==> src/rtl/multicycle_controller.sv <==
// multicycle_controller: sequencing FSM for the multi-cycle RV32I subset core.
// Steps each instruction through FETCH/DECODE/EXECUTE/MEMORY/WRITEBACK over a
// shared memory with a ready handshake, drives datapath strobes and ALU controls,
// and counts retired instructions.
module multicycle_controller #(
    parameter int CNT_W = 16
) (
    input  logic             clk,
    input  logic             rst,
    input  logic [6:0]       opcode,
    input  logic             zero,
    input  logic             mem_ready,
    output logic             pc_write,
    output logic             pc_src,
    output logic             ir_write,
    output logic             iord,
    output logic             memread,
    output logic             memwrite,
    output logic             alusrc,
    output logic             memtoreg,
    output logic             regwrite,
    output logic             branch,
    output logic [1:0]       aluop,
    output logic             illegal,
    output logic [2:0]       state,
    output logic [CNT_W-1:0] retired
);

    localparam logic [6:0] OP_RT  = 7'b0110011;
    localparam logic [6:0] OP_IT  = 7'b0010011;
    localparam logic [6:0] OP_LW  = 7'b0000011;
    localparam logic [6:0] OP_SW  = 7'b0100011;
    localparam logic [6:0] OP_BEQ = 7'b1100011;

    typedef enum logic [2:0] {
        S_FETCH     = 3'd0,
        S_DECODE    = 3'd1,
        S_EXECUTE   = 3'd2,
        S_MEMORY    = 3'd3,
        S_WRITEBACK = 3'd4,
        S_HALT      = 3'd5
    } state_t;

    state_t           state_q, state_d;
    logic [6:0]       opc_q, opc_d;
    logic             illegal_q, illegal_d;
    logic [CNT_W-1:0] retired_q, retired_d;

    logic retire_s;
    logic pc_write_s;
    logic ir_write_s;
    logic regwrite_s;
    logic memwrite_s;

    function automatic logic is_legal(input logic [6:0] op);
        case (op)
            OP_RT, OP_IT, OP_LW, OP_SW, OP_BEQ: is_legal = 1'b1;
            default:                            is_legal = 1'b0;
        endcase
    endfunction

    // State, latched opcode, sticky illegal flag and retired counter registers.
    always_ff @(posedge clk or posedge rst) begin
        if (rst) begin
            state_q   <= S_FETCH;
            opc_q     <= 7'd0;
            illegal_q <= 1'b0;
            retired_q <= '0;
        end else begin
            state_q   <= state_d;
            opc_q     <= opc_d;
            illegal_q <= illegal_d;
            retired_q <= retired_d;
        end
    end

    // Next-state logic and per-state datapath controls; later states decode opc_q.
    always_comb begin
        state_d    = state_q;
        opc_d      = opc_q;
        illegal_d  = illegal_q;
        retire_s   = 1'b0;
        pc_write_s = 1'b0;
        pc_src     = 1'b0;
        ir_write_s = 1'b0;
        iord       = 1'b0;
        memread    = 1'b0;
        memwrite_s = 1'b0;
        alusrc     = 1'b0;
        memtoreg   = 1'b0;
        regwrite_s = 1'b0;
        branch     = 1'b0;
        aluop      = 2'b00;
        case (state_q)
            S_FETCH: begin
                memread = 1'b1;
                if (mem_ready) begin
                    ir_write_s = 1'b1;
                    pc_write_s = 1'b1;
                    state_d    = S_DECODE;
                end else begin
                    state_d = S_FETCH;
                end
            end
            S_DECODE: begin
                opc_d = opcode;
                if (is_legal(opcode)) begin
                    state_d = S_EXECUTE;
                end else begin
                    illegal_d = 1'b1;
                    state_d   = S_HALT;
                end
            end
            S_EXECUTE: begin
                case (opc_q)
                    OP_RT: begin
                        aluop   = 2'b10;
                        state_d = S_WRITEBACK;
                    end
                    OP_IT: begin
                        alusrc  = 1'b1;
                        state_d = S_WRITEBACK;
                    end
                    OP_LW, OP_SW: begin
                        alusrc  = 1'b1;
                        state_d = S_MEMORY;
                    end
                    OP_BEQ: begin
                        aluop      = 2'b01;
                        branch     = 1'b1;
                        pc_src     = 1'b1;
                        pc_write_s = zero;
                        retire_s   = 1'b1;
                        state_d    = S_FETCH;
                    end
                    default: begin
                        illegal_d = 1'b1;
                        state_d   = S_HALT;
                    end
                endcase
            end
            S_MEMORY: begin
                // Address select and ALU controls held steady for the whole wait.
                iord   = 1'b1;
                alusrc = 1'b1;
                case (opc_q)
                    OP_LW: begin
                        memread = 1'b1;
                        if (mem_ready) begin
                            state_d = S_WRITEBACK;
                        end else begin
                            state_d = S_MEMORY;
                        end
                    end
                    OP_SW: begin
                        memwrite_s = 1'b1;
                        if (mem_ready) begin
                            retire_s = 1'b1;
                            state_d  = S_FETCH;
                        end else begin
                            state_d = S_MEMORY;
                        end
                    end
                    default: begin
                        illegal_d = 1'b1;
                        state_d   = S_HALT;
                    end
                endcase
            end
            S_WRITEBACK: begin
                regwrite_s = 1'b1;
                memtoreg   = (opc_q == OP_LW);
                retire_s   = 1'b1;
                state_d    = S_FETCH;
            end
            S_HALT: begin
                illegal_d = 1'b1;
                state_d   = S_HALT;
            end
            default: begin
                illegal_d = 1'b1;
                state_d   = S_HALT;
            end
        endcase
        if (retire_s) begin
            retired_d = retired_q + CNT_W'(1);
        end else begin
            retired_d = retired_q;
        end
    end

    // Write-type strobes are gated by reset so they drop immediately on rst.
    assign ir_write = ir_write_s & ~rst;
    assign pc_write = pc_write_s & ~rst;
    assign regwrite = regwrite_s & ~rst;
    assign memwrite = memwrite_s & ~rst;
    assign illegal  = illegal_q;
    assign state    = state_q;
    assign retired  = retired_q;

endmodule
==> config.mk <==
export PLATFORM = sky130hd
export DESIGN_NAME = multicycle_controller
export DESIGN_NICKNAME = d
export VERILOG_FILES = /design/src/rtl/multicycle_controller.sv
export SDC_FILE = /design/constraint.sdc
export NUM_CORES = 1
export LEC_CHECK = 0
export CORE_ASPECT_RATIO = 0.75
export CORE_MARGIN = 10
export CORE_UTILIZATION = 51
export DETAILED_ROUTE_END_ITERATION = 8
export PLACE_DENSITY = 0.86
export SYNTH_ARGS = -nofsm -noshare
export SYNTH_HDL_FRONTEND = slang
export SYNTH_SLANG_ARGS = --single-unit
export TNS_END_PERCENT = 20
==> constraint.sdc <==
create_clock -name clk -period 3.7 [get_ports clk]
set_clock_uncertainty 0.05 [all_clocks]
set_input_delay 0.74 -clock clk [delete_from_list [all_inputs] [get_ports clk]]
set_output_delay 0.74 -clock clk [all_outputs]
set_load 0.03 [all_outputs]
After elaboration in Yosys (flattened, before gate mapping):

Cells that the tools add are included.

* word-level logic and storage cells: 68
* output and inout port bits: 32
* flip-flop bits (word level): 27
* input bits: 11

* reductions and logical operators: 8
* add/sub/neg operators: 1
* eq/ne operators: 17
* bitwise operators: 6
* multiplexer cells: 32

Operator list (count)
* 7-bit by 6-bit == test with 1-bit output (second input constant): 4
* 1-bit two-way mux: 19
* 16-bit by 1-bit adder with 16-bit output (second input constant): 1
* 3-bit one-hot mux with 5 select lines: 1
* 7-bit by 2-bit == test with 1-bit output (second input constant): 2
* 7-bit by 5-bit == test with 1-bit output (second input constant): 2
* 7-bit == test (second input constant): 2
* 5-bit OR reduction: 2
* 3-bit one-hot mux with 3 select lines: 1
* 3-bit by 2-bit == test with 1-bit output (second input constant): 2
* 3-bit two-way mux: 2
* 2-bit != test (second input constant): 3
* 1-bit one-hot mux with 2 select lines: 3
* 3-bit one-hot mux with 2 select lines: 1
* 2-bit OR reduction: 3
* 1-bit bitwise AND: 4
* 2-bit two-way mux: 2
* 1-bit one-hot mux with 4 select lines: 1
* 2-bit one-hot mux with 2 select lines: 1
* 4-bit AND reduction: 1
* 3-bit by 1-bit == test with 1-bit output (second input constant): 1
* 3-bit == test (second input constant): 1
* 3-bit zero test: 1
* 1-bit one-hot mux with 3 select lines: 1
* other kinds (2): 3

Logic depth before layout (Yosys ltp):

Gate-level depths: netlist of the first run.

* depth in word-level cells: 6
* depth in mapped cells: 7
* depth with buffers taken out: 5

Worst setup path before layout of the first run:

Ideal clock, no wire load.

* kind: register -> output
* start: register state_q[2] (netlist: state[2])
* end: output port pc_write
* path buffers: 1
* required time: 2910 ps
* cell stages (with the launch flop): 7
* setup slack: -162 ps
* arrival time: 3072 ps
* cells stage by stage: dfrtp_1 > clkbuf_1 > nand2b_1 > nand2b_1 > nor3_1 > a21oi_1 > nor4_1

* word-level cells in the longest chain between the ends: 3
* elaborated cells between the ends (all ways): 4
* classes of those cells: eq/ne (1); mux (1); bitwise (1); reduce/logical (1)

Ends and longest elaborated chain
* from (decl): RTL line 44 `state_t state_q, state_d;`
* from (signal assigned): RTL line 70 `state_q <= state_d;`
* 3-bit by 2-bit == test with 1-bit output / 3-bit zero test (equally long branches): RTL line 94 `case (state_q)`
* 1-bit one-hot mux with 2 select lines *: RTL line 94
* 1-bit bitwise AND *: RTL line 194 `assign pc_write = pc_write_s & ~rst;`
* to (decl): RTL line 13 `output logic pc_write,`

Every way passes the cells marked *; elsewhere a longest branch is shown, timed or not.

Worst setup path after layout of the first run:

* start: register state_q[1] (netlist: state[1])
* end: output port pc_write

The elaborated chain is that of the path after synthesis.

==> reports/metrics.yaml, run 1 <==
synthesis:
  synthCells: 148
  synth_ff_type: "dfrtp_1"
  synth_nets: 160
  synthDistinctLibCells: 39
  synth_xor_xnor_area_share: 0.0873
  synthSimpleGateAreaFrac: 0.283
  syn_area_um2: 1510
  synth_seq_cells: 27
  synthAdderAreaFrac: 0.00831
  synth_compound_area_frac: 0.0873
  async_flop_share: 1.00
  synth_edf_count: 0
  synth.avg_cell_area_um2: 10.2
  ys_seq_area_frac: 0.449
  synthMuxAreaShare: 0.0515
  yosys_warnings: 0
  synth_top_family_by_area: "simple AND/OR/NAND/NOR gates"
sta:
  fmax_ghz: 0.279
  timing_max_transition_violations_final: 0
  min_period_over_period: 0.968
  final.min_clock_period_ns: 3.58
  rsz0062_at_grt: "no"
  finalHoldViolCount: 0
  relSlewSlack: 0.431
  tns_ns: 0
  setup_viol: 0
  holdWs_ns: 0.426
  worst_pin_slew_ns: 0.833
layout:
  final_cell_mix: "clkdlybuf4s50_1 (41), dfrtp_1 (27), nand2_1 (17)"
  seq_area_um2: 676
  final_common_cell: "clkdlybuf4s50_1"
  diodes: 0
  nNetsFinal: 204
  stdcell_area_um2: 2010
  multi_input_area_um2: 786
  fin_util: 0.739
  fill_cells: 204
  drive_above_1_share: 0.126
  syn2layout_area_growth_pct: 33.7
place:
  place_area_um2: 1970
  hpwlAfterDp_um: 3080
  io_buffer_count: 42
  place.gp.congestion: 0.972
route:
  ant_nets: 0
  initialDrtViolationCount: 157
  vias: 1281
  viasPerCell: 5.64
  drc: 0
  drtPass1Iterations: 4
  wl_um: 3860
  wl_per_cell_um: 17.0
die:
  rows: 16
  die_h_um: 67.1
  ios: 43
  initial_utilization: 0.553
  fp.coreArea_um2: 2720
  die-area_um2: 5550
  dieWidth_um: 82.7
clocking:
  cts_resized: 0
  ctsHoldBuffers: 0
  cts_made_buffers: 3
  clk_latency_ns: 0.27
  post-cts-setup-buffers: 0
  clk_path_buf_depth: 2
  cts_tree: "done"
  clk_pin_slew_worst_paths_ns: 0.09
  cts.sinks: 27
  ctsRootBufferMaster: "clkbuf_8"
  h-tree-depth: 1
global_route:
  grt_pass1_wl_um: 6440
  grt_pass1_vias: 1249
  grt_max_degree: 28
  grt-ovfl-total: 0
  grt_usage: 0.148
  grt_antenna_before_repair: 0
worst_setup_path:
  crit_path_end_kind: "output pin"
  path_max_fanout: 10
  arrival_ns: 2.79
  cp_slowest_stage_delay_ns: 0.73
  cp_common_cell: "nand2b_1"
  criticalPathCategory: "flip-flop to output pin"
  slowest_stage: "clkdlybuf4s50_1"
  start_kind: "flip-flop"
  crit_required_ns: 2.91
  startpoint: "state[1]"
  crit_family: "simple AND/OR/NAND/NOR gates"
  worst_r2r_startpoint: "opc_q[6]"
  path_buf_inv: 1
  crit_chain: "nand2b_1 > nand2b_1 > nor3_1 > a21oi_1 > nor4_2 > clkdlybuf4s50_1"
job:
  drv_cap: 0
power:
  p_leak_nw: 0.829
  pwr_density_cell_nw_per_um2: 497
  power_mw: 1.00
  ir_drop_uv: 388
hold_path:
  min_from: "retired[15]"
  hold_path_class: "flip-flop to flip-flop"
run_status:
  outcome: "finished, final reports clean"
==> synth_stat cells, drive strengths merged, types with 2 or more instances <==
cell type	n	area [µm²]
dfrtp	27	676
nand2	17	63.8
nor2	11	43.8
xnor2	9	78.8
nand4	7	43.8
mux2	6	67.6
nand2b	6	37.5
xor2	6	52.6
a21oi	5	25.0
inv	5	18.8
nand3	4	20.0
nor2b	4	25.0
nor3	4	25.0
nor4b	4	47.6
o21ai	4	20.0
a2111oi	3	45.1
and3	3	18.8
buf	3	20.0
clkbuf	3	11.3
or2	3	18.8
nor4	2	12.5
==> cell type report <==
class | instances | area share
Multi-Input combinational cell | 110 | 0.391
Sequential cell | 27 | 0.336
Timing Repair Buffer | 45 | 0.219
Tap cell | 36 | 0.0224
Clock buffer | 3 | 0.0205
Inverter | 5 | 0.00933
Clock inverter | 1 | 0.00249
==> power breakdown <==
part	internal (mW)	switching (mW)
Clock	0.0752	0.0855
Sequential	0.360	0.103
Combinational	0.173	0.204
Total	0.608	0.392
==> layer usage <==
metal / vias to the layer above / global-route usage / part of all wire
met5: - / 0 / 0
met4: 0 / 0.0333 / 0.011
met3: 4 / 0.0429 / 0.097
met2: 54 / 0.233 / 0.48
met1: 616 / 0.196 / 0.41
li1: 607 / - / -
==> worst reg2reg max path: stages, from the launching register on <==
cell,delay (ns)
dfrtp_1,0.54
nand3b_1,0.29
a2111oi_4,0.39
o2111ai_2,0.27
nor3_2,0.27
xor2_1,0.17
==> registers in the layout, summed over array words and instances, names as in the netlist <==
signal	cells
retired	16
opc_q	7
state	3
illegal	1
==> worst paths after layout <==
| path | to | slack (ns) | cells after the start |
|---|---|---|---|
| hold reg to reg | retired[15] | 0.43 | 1 |
| min in group asynchronous | state[1] | 0.92 | 3 |
| setup / recovery | pc_write | 0.12 | 6 |
| hold / removal | retired[15] | 0.43 | 1 |
| max in group asynchronous | retired[4] | 2.42 | 3 |
| setup reg to reg | retired[13] | 1.64 | 5 |
==> through the flow <==
| stage | setup WS (ns) | std cells |
|---|---|---|
| floorplan | 0.147 | 148 |
| global placement | 0.565 | 223 |
| detailed placement | 0.511 | 223 |
| CTS | 0.203 | 227 |
| global route | 0.0247 | 227 |
| finish | 0.118 | 227 |
==> logic make-up (layout without fill, tap and decap cells) <==
| kind of cell | after synthesis | count (layout) |
|---|---|---|
| AO/OA/AOI/OAI | 16 | 16 |
| XOR/XNOR | 15 | 15 |
| adder cells (fa/ha/maj) | 1 | 1 |
| buffers and inverters | 11 | 54 |
| flip-flops | 27 | 27 |
| multiplexers | 7 | 7 |
| AND/OR/NAND/NOR | 71 | 71 |
Note: power is estimated with default switching activity, not from simulation.
==> inputs of run 2 (changes only) <==
- CORE_MARGIN: 10 -> unset
- MAX_ROUTING_LAYER: unset -> met4
==> reports/metrics.yaml, run 2 (synthesis results as in run 1) <==
clocking:
  clk_path_buf_depth: 2
  clk_pin_slew_worst_paths_ns: 0.09
  clk_latency_ns: 0.27
  cts.sinks: 27
  cts_resized: 0
  cts_tree: "done"
  cts_made_buffers: 3
  post-cts-setup-buffers: 0
  ctsRootBufferMaster: "clkbuf_8"
  ctsHoldBuffers: 0
  h-tree-depth: 1
hold_path:
  worstHoldPathCells: 1
  whs_endpoint: "retired[15]"
  min_from: "retired[15]"
  hold_path_class: "flip-flop to flip-flop"
route:
  drtPass1Iterations: 4
  wl_per_cell_um: 15.7
  ant_nets: 0
  viasPerCell: 5.72
  wl_um: 3550
  vias: 1292
  initialDrtViolationCount: 83
  drc: 0
global_route:
  grt_antenna_before_repair: 0
  grt_max_degree: 28
  grt_pass1_wl_um: 5870
  grt_usage: 0.251
  grt-ovfl-total: 0
  grt_pass1_vias: 1229
worst_setup_path:
  r2r-end: "retired[13]"
  path_max_fanout: 11
  slowest_stage: "clkdlybuf4s50_1"
  crit_required_ns: 2.91
  reg2reg_setup_slack_ns: 1.65
  crit_chain: "nand2b_1 > nand2b_1 > nor3_1 > a21oi_1 > nor4_2 > clkdlybuf4s50_1"
  worst_r2r_startpoint: "state[0]"
  criticalPathCategory: "flip-flop to output pin"
  cp_slowest_stage_delay_ns: 0.70
  arrival_ns: 2.68
  start_kind: "flip-flop"
  cp_common_cell: "nand2b_1"
  path_buf_inv: 1
  crit_path_end_kind: "output pin"
  worst_r2r_path_depth: 6
  crit_family: "simple AND/OR/NAND/NOR gates"
sta:
  finalHoldViolCount: 0
  final.min_clock_period_ns: 3.47
  relSlewSlack: 0.445
  worst_pin_slew_ns: 0.812
  fmax_ghz: 0.288
  tns_ns: 0
  timing_max_transition_violations_final: 0
  setup_viol: 0
  rsz0062_at_grt: "no"
  min_period_over_period: 0.937
power:
  p_leak_nw: 0.820
  power_mw: 0.996
  pwr_density_cell_nw_per_um2: 497
  ir_drop_uv: 419
layout:
  diodes: 0
  seq_area_um2: 676
  largest_register_ffs: 16
  syn2layout_area_growth_pct: 33.2
  multi_input_area_um2: 786
  fill_cells: 201
  drive_above_1_share: 0.111
  nNetsFinal: 203
  fin_util: 0.742
  final_common_cell: "clkdlybuf4s50_1"
  stdcell_area_um2: 2010
  final_cell_mix: "clkdlybuf4s50_1 (42), dfrtp_1 (27), nand2_1 (17)"
place:
  place_area_um2: 1960
  hpwlAfterDp_um: 2730
  place.gp.congestion: 0.955
  io_buffer_count: 42
die:
  ios: 43
  die_h_um: 49.1
  fp.coreArea_um2: 2700
  die-area_um2: 3180
  dieWidth_um: 64.7
  rows: 16
  initial_utilization: 0.557
run_status:
  outcome: "finished, final reports clean"
job:
  drv_cap: 0
[run 2: changes by cell type in the layout (fill, tap and decap cells not counted), sizes merged]
| cell | delta |
|---|---|
| clkdlybuf4s50 | +1 |
| buf | -2 |
| clkinv | -1 |
| clkbuf | +1 |
[run 2: worst max-delay path by stage]
stage	from	end	depth (start not counted)
finish	state[2]	pc_write	6
global route	state[2]	pc_write	6
CTS	state[2]	pc_write	6
detailed placement	mem_ready	ir_write	3
global placement	mem_ready	pc_write	5
floorplan	state[2]	pc_write	6
[run 2: final cells by class]
class,count,share of cell area
multi-input cells,110,0.392
flip-flops and latches,27,0.337
repair buffers,44,0.217
clock buffers,4,0.0225
well taps,36,0.0225
inverters,5,0.00936
[run 2: report_power, final]
part           total, mW  leakage [nW]  switching, mW  internal (mW)
sequential         0.467         0.338          0.107          0.360
combinational      0.367         0.459          0.196          0.170
clock              0.163        0.0228         0.0861         0.0770
total              0.996         0.820          0.389          0.607
[run 2: layer usage]
layer  global-route usage  wire length [µm]
met5                    -                 0
met2                0.392              1700
met1                0.340              1570
met4               0.0407                20
met3               0.0537               260
[run 2: stage by stage]
stage,setup WS [ns],hold WS (ns),cells
after floorplan,0.147,0.446,148
after CTS,0.222,0.428,226
after detailed placement,0.485,0.415,222
after global placement,0.561,0.404,222
final,0.233,0.420,226
after global routing,0.0521,0.452,226
